==> config.mk <==
export PLATFORM = sky130hd
export DESIGN_NAME = tv80_alu16_seq
export DESIGN_NICKNAME = d
export VERILOG_FILES = /design/src/rtl/tv80_alu16_seq.sv
export SDC_FILE = /design/constraint.sdc
export NUM_CORES = 1
export LEC_CHECK = 0
export ABC_AREA = 0
export CAP_MARGIN = 40
export CORE_UTILIZATION = 40
export CTS_CLUSTER_DIAMETER = 100
export CTS_CLUSTER_SIZE = 28
export DETAILED_ROUTE_END_ITERATION = 6
export PLACE_DENSITY = 0.87
export SYNTH_ARGS = -nofsm -noshare
export SYNTH_HDL_FRONTEND = slang
export SYNTH_SLANG_ARGS = --single-unit
export TNS_END_PERCENT = 50
==> constraint.sdc <==
create_clock -name clk -period 1.7 [get_ports clk]
set_clock_uncertainty 0.2 [all_clocks]
set_input_delay 0.34 -clock clk [delete_from_list [all_inputs] [get_ports clk]]
set_output_delay 0.34 -clock clk [all_outputs]
set_load 0.02 [all_outputs]
==> src/rtl/tv80_alu16_seq.sv <==
// Two-pass 16-bit ADD/ADC/SBC sequencer around the external 8-bit TV80 ALU.
// The low byte is processed first, then the high byte with the chained flags.
//
// state  | meaning
// IDLE   | waiting for start, ALU drive parked at zero
// LO     | low bytes on the ALU buses, f_in as flags
// HI     | high bytes on the ALU buses, low-byte flags as flags
// DONE   | result/f_out valid, done pulse, new start may be accepted
module tv80_alu16_seq (
  input  logic        clk,
  input  logic        reset_n,
  input  logic        start,
  input  logic [1:0]  op,
  input  logic [15:0] opa,
  input  logic [15:0] opb,
  input  logic [7:0]  f_in,
  output logic [3:0]  alu_op,
  output logic [7:0]  alu_busa,
  output logic [7:0]  alu_busb,
  output logic [7:0]  alu_f_in,
  output logic        alu_arith16,
  output logic        alu_z16,
  input  logic [7:0]  alu_q,
  input  logic [7:0]  alu_f_out,
  output logic        busy,
  output logic        done,
  output logic [15:0] result,
  output logic [7:0]  f_out
);

  typedef enum logic [1:0] {S_IDLE, S_LO, S_HI, S_DONE} state_t;

  state_t      state;
  logic [1:0]  op_q;
  logic [7:0]  opa_hi;
  logic [7:0]  opb_hi;

  // op 11 behaves as ADD16
  function automatic logic is_add16(input logic [1:0] o);
    return !(o == 2'b01 || o == 2'b10);
  endfunction

  function automatic logic [3:0] lo_opcode(input logic [1:0] o);
    case (o)
      2'b01:   return 4'b0001;
      2'b10:   return 4'b0011;
      default: return 4'b0000;
    endcase
  endfunction

  // high byte always consumes the low-byte carry
  function automatic logic [3:0] hi_opcode(input logic [1:0] o);
    return (o == 2'b10) ? 4'b0011 : 4'b0001;
  endfunction

  always_ff @(posedge clk or negedge reset_n) begin
    if (!reset_n) begin
      state       <= S_IDLE;
      op_q        <= 2'b00;
      opa_hi      <= 8'h00;
      opb_hi      <= 8'h00;
      alu_op      <= 4'b0000;
      alu_busa    <= 8'h00;
      alu_busb    <= 8'h00;
      alu_f_in    <= 8'h00;
      alu_arith16 <= 1'b0;
      alu_z16     <= 1'b0;
      busy        <= 1'b0;
      done        <= 1'b0;
      result      <= 16'h0000;
      f_out       <= 8'h00;
    end else begin
      case (state)
        S_LO: begin
          state        <= S_HI;
          result[7:0]  <= alu_q;
          alu_op       <= hi_opcode(op_q);
          alu_busa     <= opa_hi;
          alu_busb     <= opb_hi;
          // alu_f_in doubles as the internal low-byte flag register
          alu_f_in     <= alu_f_out;
          alu_z16      <= ~is_add16(op_q);
        end
        S_HI: begin
          state        <= S_DONE;
          result[15:8] <= alu_q;
          f_out        <= alu_f_out;
          busy         <= 1'b0;
          done         <= 1'b1;
          alu_op       <= 4'b0000;
          alu_busa     <= 8'h00;
          alu_busb     <= 8'h00;
          alu_f_in     <= 8'h00;
          alu_arith16  <= 1'b0;
          alu_z16      <= 1'b0;
        end
        default: begin
          done <= 1'b0;
          if (start) begin
            state       <= S_LO;
            busy        <= 1'b1;
            op_q        <= op;
            opa_hi      <= opa[15:8];
            opb_hi      <= opb[15:8];
            alu_op      <= lo_opcode(op);
            alu_busa    <= opa[7:0];
            alu_busb    <= opb[7:0];
            alu_f_in    <= f_in;
            alu_arith16 <= is_add16(op);
            alu_z16     <= 1'b0;
          end else begin
            state <= S_IDLE;
            busy  <= 1'b0;
          end
        end
      endcase
    end
  end

endmodule

==> summary.txt <==
Timing
  • Count of pins over their slew limit: 0
  • Final hold violation count: 0
  • Fmax: 574 MHz
  • RSZ-0062 raised after global routing: true
  • Final Hold Slack: 273 ps
  • Min cycle time layout: 1740 ps
  • Final setup viols: 5
  • Period utilization: 1.02
  • Final WS setup: -42.0 ps

Detailed routing
  • Via count: 2482
  • Antenna Nets Post-Route: 0
  • Final WL: 7510 µm
  • # DRC: 0
  • Vias/cell: 4.98
  • WL per Instance: 15.1 µm
  • 1st-pass router iterations: 4
  • Starting DRT DRC Count: 112

Worst setup path
  • Worst Reg2Reg Path Length in Cells: 6
  • Flop-to-flop setup slack: -40 ps
  • Worst-path cell chain: inv_1 -> ha_2 -> or3_4 -> buf_12 -> nor2_1 -> a31oi_1
  • CP startpoint kind: flip-flop
  • Worst-path maximum fanout: 26
  • Critical path capture point type: flip-flop
  • Crit path DAT: 1760 ps
  • Critical path's slowest cell: dfrtp_1
  • Crit Path Category: flip-flop to flip-flop
  • Crit-path max cell delay: 410 ps
  • CP required: 1710 ps

Floorplanning
  • FP Rows: 31
  • Ports: 117
  • CORE AREA: 0.00741 mm²
  • Die height: 90.6 µm
  • Starting density of the core: 0.424
  • Die X-Extent: 90.6 µm
  • Die ar.: 0.00820 mm²

Layout
  • Antenna cells: 0
  • Most frequent cells in the layout: 74 x dfrtp_1, 59 x clkdlybuf4s50_1, 54 x dlygate4sd2_1
  • Core Util, Final: 0.633
  • Fill cells: 601
  • Net count, final: 461
  • Commonest non-fill, non-tap cell in the layout: dfrtp_1
  • Synth-to-layout area growth: 49.5%
  • Share of cells above drive strength 1: 0.238

Yosys
  • #FFs+latches synth: 74
  • Yosys cell types: 21
  • Mapped Cells: 270
  • Synth warnings: 0
  • Sequential share of the synthesized area: 0.590
  • Syn Area/Cell: 11.6 µm²
  • Post-synthesis cell area: 0.00314 mm²

GRT
  • Pin count of the biggest net entering global routing: 31
  • Global Route Usage Sum: 0.190
  • Vias in the first global route: 2595
  • Initial antenna violation count: 0
  • Total gr overflow: 0
  • First-pass GRT wire length: 12400 µm

Clock tree
  • Worst-Skew Late Latency: 340 ps
  • Clock-pin slew on the worst setup and hold paths: 80 ps
  • CTS Sinks: 74
  • CTS tree: done
  • TritonCTS buffer count: 9
  • Clk root buf: clkbuf_8
  • H-tree levels: 3
  • Clk buf depth: 2

Pwr
  • Pwr/cell area: 2040 mW/mm²
  • Max VDD drop: 1.22 mV
  • Leakage power: 0.00208 µW

Outcome
  • Violated checks: negative setup slack
  • Status: finished, violations left

Placed design
  • GPL Wtd Cong: 0.742
  • Hpwl dp: 5320 µm
  • PortBufs: 114

Min path
  • Worst hold path type: input pin to asynchronous set/reset pin

Job
  • Max Cap Viol: 0
[worst max-delay path: cells and delay by family (launching register included)]
family	cells	cell delay, ps
AO/OA/AOI/OAI	1	60
adder cells (fa/ha/maj)	1	200
buffers and inverters	2	250
flip-flops	1	410
AND/OR/NAND/NOR	2	490
[routing by layer]
layer  global-route usage  share of wire
met4               0.0739          0.025
met1                0.224           0.40
met3               0.0547          0.067
met5                    0              0
met2                0.326           0.51
[registers in the layout (all words and copies together), names as in the netlist, 2 cells and up]
name      cells
alu_busb      8
alu_op        2
alu_f_in      8
f_out         8
opa_hi        8
result       16
op_q          2
opb_hi        8
state         2
alu_busa      8
[through the flow]
stage,setup TNS [ps],cells,instance area [µm²],total power (µW),setup slack [ps]
final,-82.8,498,4690,9550,-42.0
after CTS,-211,495,4590,9370,-25.6
after detailed placement,-12680,477,4400,8400,-416
after floorplan,-1670,271,3150,6180,-69.7
after global routing,-1530,498,4690,10200,-79.3
after global placement,-11190,477,4400,8190,-357
[cell usage after synthesis (all sizes together)]
| cell | instances | share of area |
|---|---|---|
| nor2 | 26 | 0.031 |
| inv | 6 | 0.0072 |
| dfrtp | 74 | 0.59 |
| nand3b | 1 | 0.0024 |
| clkbuf | 5 | 0.0060 |
| ha | 6 | 0.024 |
| nor2b | 2 | 0.0040 |
| buf | 16 | 0.041 |
| conb | 1 | 0.0012 |
| nand2 | 31 | 0.037 |
| clkinv | 1 | 0.0012 |
| or3 | 1 | 0.0020 |
| o21ai | 6 | 0.0096 |
| a31oi | 25 | 0.050 |
| mux2i | 1 | 0.0032 |
| nand3 | 25 | 0.040 |
| a21oi | 2 | 0.0032 |
| mux2 | 41 | 0.15 |
[cells by family after synthesis]
kind of cell,after synthesis,synth area share
adder cells (fa/ha/maj),6,0.0239
flip-flops,74,0.590
AND/OR/NAND/NOR,86,0.116
multiplexers,42,0.150
other,1,0.00120
AO/OA/AOI/OAI,33,0.0626
buffers and inverters,28,0.0554
[report_power, final]
part	internal (µW)	switching (µW)	total, µW
sequential	2680	475	3160
clock	671	641	1310
combinational	2360	2720	5080
total	5710	3840	9550
[final timing paths]
kind                          endpoint     start
min                        alu_busa[2]   reset_n
max                        alu_f_in[7]  state[1]
min reg2reg                       busy      busy
min in group clk                  busy      busy
max reg2reg                alu_f_in[7]  state[1]
max in group asynchronous     state[1]   reset_n
[cell type report]
type | count | area (µm²) | area share
inverter | 7 | 26.3 | 0.00560
sequential | 74 | 1850 | 0.395
timing repair buffer | 133 | 1320 | 0.281
tap | 99 | 124 | 0.0264
clock inverter | 7 | 70.1 | 0.0149
multi-input combinational | 169 | 1180 | 0.251
clock buffer | 9 | 124 | 0.0264
[what timing repair did]
| item | in CTS | in global routing |
|---|---|---|
| buffers inserted | 1 | 2 |
| hold buffers | 1 | 0 |
| gates resized for setup | 66 | 19 |
| cloned | 0 | 1 |
| endpoints found under the setup margin | 98 | 46 |
| endpoints found under the hold margin | 28 | 0 |
(Power assumes the default switching activity.)
